**src/rtl/fp_status_pkg.sv**
```systemverilog
// Shared layout of the button status word and ack word, plus a popcount helper
// used to accumulate simultaneous presses.
package fp_status_pkg;

  localparam int MAX_CHANNELS = 8;

  localparam int CNT_LSB    = 16;
  localparam int CNT_WIDTH  = 16;
  localparam int STICKY_LSB = 8;
  localparam int STICKY_W   = 8;
  localparam int LEVEL_LSB  = 0;
  localparam int LEVEL_W    = 8;

  localparam int ACK_CNT_BIT = 31;

  function automatic logic [3:0] popcount8(input logic [MAX_CHANNELS-1:0] v);
    logic [3:0] c;
    c = '0;
    for (int i = 0; i < MAX_CHANNELS; i++) begin
      c = c + {3'b000, v[i]};
    end
    return c;
  endfunction

endpackage

```
**src/rtl/fp_button_event_reporter_if.sv**
```systemverilog
// Host-facing wire bundle: ack mask from okWireIn, status word and pending flag
// toward okWireOut.
interface fp_button_event_reporter_if;
  logic [31:0] ack_wire;
  logic [31:0] status_word;
  logic        event_pending;

  modport master (output ack_wire, input status_word, input event_pending);
  modport slave  (input ack_wire, output status_word, output event_pending);
endinterface

```
**src/rtl/fp_debounce.sv**
```systemverilog
// One button channel: polarity fix, 2-flop synchroniser and a hold-time
// qualifier. rise_o is asserted in the cycle level_o is about to go 0->1.
module fp_debounce #(
  parameter int DEBOUNCE_CYCLES = 100000,
  parameter bit ACTIVE_LOW      = 1'b1
) (
  input  logic okClk,
  input  logic rst_n,
  input  logic btn_raw_i,
  output logic level_o,
  output logic rise_o
);

  localparam int CW = (DEBOUNCE_CYCLES > 2) ? $clog2(DEBOUNCE_CYCLES) : 1;
  localparam logic [CW-1:0] TC = CW'(DEBOUNCE_CYCLES - 1);

  logic          pressed;
  logic          sync1_q, sync2_q;
  logic          level_q, level_d;
  logic [CW-1:0] cnt_q, cnt_d;

  assign pressed = btn_raw_i ^ ACTIVE_LOW;

  always_comb begin
    cnt_d   = cnt_q;
    level_d = level_q;
    if (sync2_q == level_q) begin
      cnt_d = '0;
    end else if (cnt_q == TC) begin
      level_d = sync2_q;
      cnt_d   = '0;
    end else begin
      cnt_d = cnt_q + 1'b1;
    end
  end

  always_ff @(posedge okClk or negedge rst_n) begin
    if (!rst_n) begin
      sync1_q <= 1'b0;
      sync2_q <= 1'b0;
      level_q <= 1'b0;
      cnt_q   <= '0;
    end else begin
      sync1_q <= pressed;
      sync2_q <= sync1_q;
      level_q <= level_d;
      cnt_q   <= cnt_d;
    end
  end

  assign level_o = level_q;
  assign rise_o  = level_d & ~level_q;

endmodule

```
**src/rtl/fp_button_event_reporter.sv**
```systemverilog
// Debounced push-button state, sticky press events and a saturating press
// counter, packed into one registered 32-bit word for an okWireOut endpoint.
module fp_button_event_reporter
  import fp_status_pkg::*;
#(
  parameter int N_IN            = 4,
  parameter int DEBOUNCE_CYCLES = 100000,
  parameter bit ACTIVE_LOW      = 1'b1,
  parameter int CNT_W           = 16
) (
  input  logic                       okClk,
  input  logic                       rst_n,
  input  logic [N_IN-1:0]            btn_raw,
  fp_button_event_reporter_if.slave  bus
);

  logic [MAX_CHANNELS-1:0] level_w;
  logic [MAX_CHANNELS-1:0] rise_w;

  for (genvar g = 0; g < MAX_CHANNELS; g++) begin : g_ch
    if (g < N_IN) begin : g_on
      fp_debounce #(
        .DEBOUNCE_CYCLES (DEBOUNCE_CYCLES),
        .ACTIVE_LOW      (ACTIVE_LOW)
      ) u_deb (
        .okClk     (okClk),
        .rst_n     (rst_n),
        .btn_raw_i (btn_raw[g]),
        .level_o   (level_w[g]),
        .rise_o    (rise_w[g])
      );
    end else begin : g_off
      assign level_w[g] = 1'b0;
      assign rise_w[g]  = 1'b0;
    end
  end

  logic [N_IN-1:0]  sticky_q, sticky_d;
  logic [N_IN-1:0]  ack_prev_q;
  logic             ack_cnt_prev_q;
  logic             armed_q;
  logic [CNT_W-1:0] press_cnt_q, press_cnt_d;
  logic [31:0]      status_q, status_d;
  logic             event_pending_q;

  logic [N_IN-1:0]  ack_clr;
  logic             cnt_clr;
  logic [CNT_W-1:0] cnt_base;
  logic [CNT_W:0]   cnt_sum;
  logic             unused_ack;

  // armed_q masks the first cycle after reset so an ack already high is not an edge
  assign ack_clr    = bus.ack_wire[N_IN-1:0] & ~ack_prev_q & {N_IN{armed_q}};
  assign cnt_clr    = bus.ack_wire[ACK_CNT_BIT] & ~ack_cnt_prev_q & armed_q;
  assign unused_ack = ^{bus.ack_wire[ACK_CNT_BIT-1:N_IN]};

  always_comb begin
    sticky_d    = (sticky_q & ~ack_clr) | rise_w[N_IN-1:0];
    cnt_base    = cnt_clr ? '0 : press_cnt_q;
    cnt_sum     = {1'b0, cnt_base} + {{(CNT_W-3){1'b0}}, popcount8(rise_w)};
    press_cnt_d = cnt_sum[CNT_W] ? '1 : cnt_sum[CNT_W-1:0];
  end

  always_comb begin
    status_d = '0;
    status_d[CNT_LSB +: CNT_W]      = press_cnt_q;
    status_d[STICKY_LSB +: N_IN]    = sticky_q;
    status_d[LEVEL_LSB +: LEVEL_W]  = level_w;
  end

  always_ff @(posedge okClk or negedge rst_n) begin
    if (!rst_n) begin
      sticky_q        <= '0;
      ack_prev_q      <= '0;
      ack_cnt_prev_q  <= 1'b0;
      armed_q         <= 1'b0;
      press_cnt_q     <= '0;
      status_q        <= '0;
      event_pending_q <= 1'b0;
    end else begin
      sticky_q        <= sticky_d;
      ack_prev_q      <= bus.ack_wire[N_IN-1:0];
      ack_cnt_prev_q  <= bus.ack_wire[ACK_CNT_BIT];
      armed_q         <= 1'b1;
      press_cnt_q     <= press_cnt_d;
      status_q        <= status_d;
      event_pending_q <= |sticky_q;
    end
  end

  assign bus.status_word   = status_q;
  assign bus.event_pending = event_pending_q;

endmodule

```
**src/flat_wrapper.sv**
```systemverilog
// flat-port wrapper written by rule: the top's interface ports become plain ports
module fp_button_event_reporter_flat import fp_status_pkg::*;
#(
  parameter int N_IN            = 4,
  parameter int DEBOUNCE_CYCLES = 100000,
  parameter bit ACTIVE_LOW      = 1'b1,
  parameter int CNT_W           = 16
)
  (okClk, rst_n, btn_raw, bus_ack_wire, bus_status_word, bus_event_pending);
  fp_button_event_reporter_if bus_i ();
  input  logic okClk;
  input  logic rst_n;
  input  logic [N_IN-1:0] btn_raw;
  input wire logic [$bits(bus_i.ack_wire)-1:0] bus_ack_wire;
  output wire logic [$bits(bus_i.status_word)-1:0] bus_status_word;
  output wire logic [$bits(bus_i.event_pending)-1:0] bus_event_pending;
  assign bus_i.ack_wire = bus_ack_wire;
  assign bus_status_word = bus_i.status_word;
  assign bus_event_pending = bus_i.event_pending;
  fp_button_event_reporter #(.N_IN(N_IN), .DEBOUNCE_CYCLES(DEBOUNCE_CYCLES), .ACTIVE_LOW(ACTIVE_LOW), .CNT_W(CNT_W)) u_core (.okClk(okClk), .rst_n(rst_n), .btn_raw(btn_raw), .bus(bus_i));
endmodule
```
**config.mk**
```make
export PLATFORM = sky130hd
export DESIGN_NAME = fp_button_event_reporter_flat
export DESIGN_NICKNAME = d
export VERILOG_FILES = /design/src/rtl/fp_status_pkg.sv /design/src/rtl/fp_button_event_reporter_if.sv /design/src/rtl/fp_debounce.sv /design/src/rtl/fp_button_event_reporter.sv /design/src/flat_wrapper.sv
export SDC_FILE = /design/constraint.sdc
export NUM_CORES = 1
export LEC_CHECK = 0
export ABC_AREA = 1
export BUFFER_PORTS_ARGS = -buffer_cell sky130_fd_sc_hd__buf_2
export CORE_UTILIZATION = 30
export CTS_CLUSTER_SIZE = 40
export DETAILED_ROUTE_END_ITERATION = 7
export GPL_ROUTABILITY_DRIVEN = 1
export GPL_TIMING_DRIVEN = 0
export MAX_ROUTING_LAYER = met4
export PLACE_DENSITY = 0.52
export SLEW_MARGIN = 10
export SYNTH_ARGS = -nofsm -noshare
export SYNTH_HDL_FRONTEND = slang
export SYNTH_SLANG_ARGS = --single-unit
```
**constraint.sdc**
```tcl
create_clock -name okClk -period 5.25 [get_ports okClk]
set_input_delay 0.525 -clock okClk [delete_from_list [all_inputs] [get_ports okClk]]
set_output_delay 0.525 -clock okClk [all_outputs]
set_load 0.01 [all_outputs]
```
==> flow_summary.yaml <==
clocking:
  clkTransAtPathRegs_ns: 0.06
  postCtsSetupRepairBufs: 0
  cts_tree: "built"
  cts_buffers: 17
  clk_path_buf_depth: 2
  cts_root_buffer: "clkbuf_16"
  clock_sinks: 131
  h-tree-depth: 4
  cts.repair.resized: 0
  postCtsHoldBufs: 0
  clock_latency_ns: 0.43
power:
  combPwrFrac_pct: 3.1
  internal_power_w: 0.00178
  leakage_nw: 3.53
  peakVddDrop_v: 0.000249
  p_sw_w: 0.000522
  powerDensity_mw_per_mm2: 311
  clkPwrFrac_pct: 52.0
  sequentialPowerShare_pct: 44.9
  swShare_pct: 22.7
detailed_routing:
  drt-initial-drc-count: 265
  drtAntennaViolNets: 0
  drtPass1Iterations: 5
  num_vias: 4547
  drcViolationCount: 0
  viasPerCell: 4.31
  wirelength_um: 12400
  post_drt_wl_per_cell_um: 11.8
yosys:
  netlist-cell-type-count: 40
  synth_compound_area_share_pct: 4.57
  seq_area_frac_synth_pct: 52.8
  synth_seq_cells: 131
  synth_fa_ha_area_share_pct: 2.46
  synthCells: 709
  synth_xor_area_share_pct: 2.96
  synth_area_mm2: 0.00621
  syn_area_per_cell_um2: 8.76
  ys_warn_count: 0
  synth.mux.area_fraction_pct: 0
  synth_edf_count: 0
  ys.flop_type: "dfrtp_1"
  synth_top_family_by_area: "simple AND/OR/NAND/NOR gates"
  async_flop_share_pct: 100
  synth_simple_gate_area_share_pct: 29.6
die:
  coreArea_mm2: 0.0203
  die-area_mm2: 0.0213
  ios: 71
  rows: 52
  fp.dieH_um: 146
  start_util_pct: 30.6
  die_w_um: 146
timing:
  setup_violations: 0
  period_share_pct: 68.8
  maxSlewViolCount: 0
  rsz0062_at_grt: "false"
  fin_skew_ns: 0.0147
  fmax_ghz: 0.277
  fin_ws_ns: 1.64
  relSlewSlack_pct: 55.6
  tightestPinTransition_ns: 0.661
  setup_tns_ns: 0
  final-hold-violation-count: 0
  post-route-min-period_ns: 3.61
critical_path:
  path_cells: "ha_1 > nand2_1 > nor2_4 > nand3_1 > nor3_1 > fa_1 > ha_1 > fa_1 > nand2_2 > nand2_2 > nand3_4 > nor2_8 > nand2_4 > inv_4 > nand3_4 > buf_6 > nand3_1"
  cp_slowest_stage_delay_ns: 0.54
  crit_family: "simple AND/OR/NAND/NOR gates"
  crit_path_start_kind: "flip-flop"
  worstSetupEndpointType: "flip-flop"
  critical_path_arrival_ns: 3.91
  cp.buffers_inverters: 2
  criticalPathCategory: "reg -> reg"
  cp.required_ns: 5.55
  crit_slowest_cell: "fa_1"
  cp_max_fo: 10
place:
  port-buffer-count: 35
  place_ws_ns: 1.62
  dp.cells: 1022
  routabilityCongestion: 0.833
  placed_area_mm2: 0.00679
  dp_hpwl_um: 8920
layout:
  fin_cells: 1054
  antenna_cells: 0
  regArea_mm2: 0.00328
  final_area_mm2: 0.00739
  drive_above_1_share_pct: 15.2
  syn2layout_area_growth_pct: 18.9
  multi_input_area_mm2: 0.00249
  final_nets: 820
  n_fill_cell: 2099
run:
  max-cap-violations: 0
global_routing:
  use_met2_pct: 20.4
  grt_pass1_wl_um: 22300
  overflow: 0
  grt_max_degree: 74
  grt-busiest-layer: "met2"
  met3_usage_pct: 3.54
  grt_usage_pct: 13.7
  grt_pass1_vias: 4592
  antenna_found_initial: 0
  grt_use_met1_pct: 17.8
status:
  status: "completed"
hold_path:
  hold_class: "in -> async"
worst register-to-register path: stages (launching register included):
cell and delay, ns:
dfrtp_1 0.37, ha_1 0.19, nand2_1 0.11, nor2_4 0.18, nand3_1 0.12, nor3_1 0.53, fa_1 0.54, ha_1 0.24
fa_1 0.41, nand2_2 0.10, nand2_2 0.07, nand3_4 0.11, nor2_8 0.05, nand2_4 0.07, inv_4 0.05, nand3_4 0.09
buf_6 0.17, nand3_1 0.08
path summary, 6_finish.rpt:
check | startpoint | end | slack, ns | depth (start not counted)
min in group okClk | bus_ack_wire[1] | u_core.ack_prev_q[1] | 0.22 | 1
max in group asynchronous | rst_n | u_core.g_ch[2].g_on.u_deb.cnt_q[7] | 4.46 | 2
min | rst_n | u_core.press_cnt_q[9] | 0.07 | 1
min reg2reg | u_core.g_ch[1].g_on.u_deb.sync1_q | u_core.g_ch[1].g_on.u_deb.sync2_q | 0.34 | 0
max | u_core.g_ch[2].g_on.u_deb.cnt_q[0] | u_core.press_cnt_q[9] | 1.64 | 17
max reg2reg | u_core.g_ch[2].g_on.u_deb.cnt_q[0] | u_core.press_cnt_q[9] | 1.64 | 17
through the flow:
| stage | utilization (%) | power (W) | hold slack, ns |
|---|---|---|---|
| 6_report | 36.4 | 0.00230 | 0.0655 |
| 3_3_place_gp | 33.3 | 0.00112 | 0.333 |
| 3_5_place_dp | 33.4 | 0.00112 | 0.336 |
| 4_1_cts | 36.4 | 0.00234 | 0.0810 |
| 5_1_grt | 36.4 | 0.00239 | 0.108 |
| 2_1_floorplan | - | 0.00108 | 0.229 |
Yosys cell counts (2+ instances only):
cell      instances  area (µm²)
xnor2_1           4        35.0
o21ai_0          15        75.1
nor2_1          128         480
nand3b_1          4        30.0
conb_1            2        7.51
nand2_1         111         417
fa_1              2        40.0
a21oi_1          22         110
nor2_4            4        45.0
inv_1            94         353
buf_4             8        60.1
xor2_1           17         149
nor4_1            4        25.0
inv_2             6        22.5
o31ai_1           2        15.0
nand3_2           6        60.1
nand3_4           3        52.6
nor3_4            3        48.8
or2_2             3        18.8
nand2_2           6        37.5
a211oi_1          5        37.5
nor2_2            2        12.5
o21bai_1          2        15.0
ha_1              9         113
nand2_4           3        33.8
nand3_1          62         310
buf_6             2        22.5
nor3_1           22         110
dfrtp_1         131        3280
nor3b_1           5        37.5
nand4_1          13        81.3
power by group through the flow:
stage / registers [W] / logic [W] / clock network (W)
floorplan: 0.00105 / 0.0000370 / 0
global route: 0.00103 / 0.0000848 / 0.00128
detailed placement: 0.00105 / 0.0000745 / 0
finish: 0.00103 / 0.0000718 / 0.00120
global placement: 0.00105 / 0.0000719 / 0
CTS: 0.00103 / 0.0000747 / 0.00123
layout by cell type (no fill, tap or decap), drive strengths merged, types with 4 or more instances in the layout:
master,Yosys,layout
nor4,4,4
xnor2,4,4
nand3b,4,4
xor2,17,17
a21oi,22,22
buf,11,47
nand2,120,120
nand4,13,13
nor2,135,135
conb,2,9
a211oi,5,5
nor3b,5,5
nand3,71,71
clkbuf,0,19
ha,9,9
nor3,26,26
o21ai,16,16
clkinv,0,6
inv,101,105
dfrtp,131,131
final cells by class:
class | count | area share (%)
Inverter | 101 | 5.17
Timing Repair Buffer | 36 | 2.83
Sequential cell | 131 | 44.4
Tap cell | 270 | 4.57
Buffer | 11 | 1.19
Clock buffer | 19 | 6.13
Clock inverter | 13 | 2.00
Multi-Input combinational cell | 473 | 33.7
per-layer routing:
metal	vias up	routed length, µm
li1	2382	-
met1	2093	6350
met2	59	5530
met3	13	371
met4	0	170
met5	-	0
sequential cells by signal, summed over array words and instances, names as in the netlist, 4 cells and up:
register	flops
u_core.g_ch.g_on.u_deb.cnt_q	68
u_core.bus.status_word	24
u_core.press_cnt_q	16
u_core.ack_prev_q	4
u_core.g_ch.g_on.u_deb.level_o	4
u_core.g_ch.g_on.u_deb.sync1_q	4
u_core.g_ch.g_on.u_deb.sync2_q	4
u_core.sticky_q	4
kinds of logic after synthesis:
family | count (synthesis)
compound gates | 50
xor+xnor | 21
fa+ha+maj | 11
buf+inv | 112
flops | 131
other cells | 2
simple gates | 382
(Power assumes the default switching activity.)
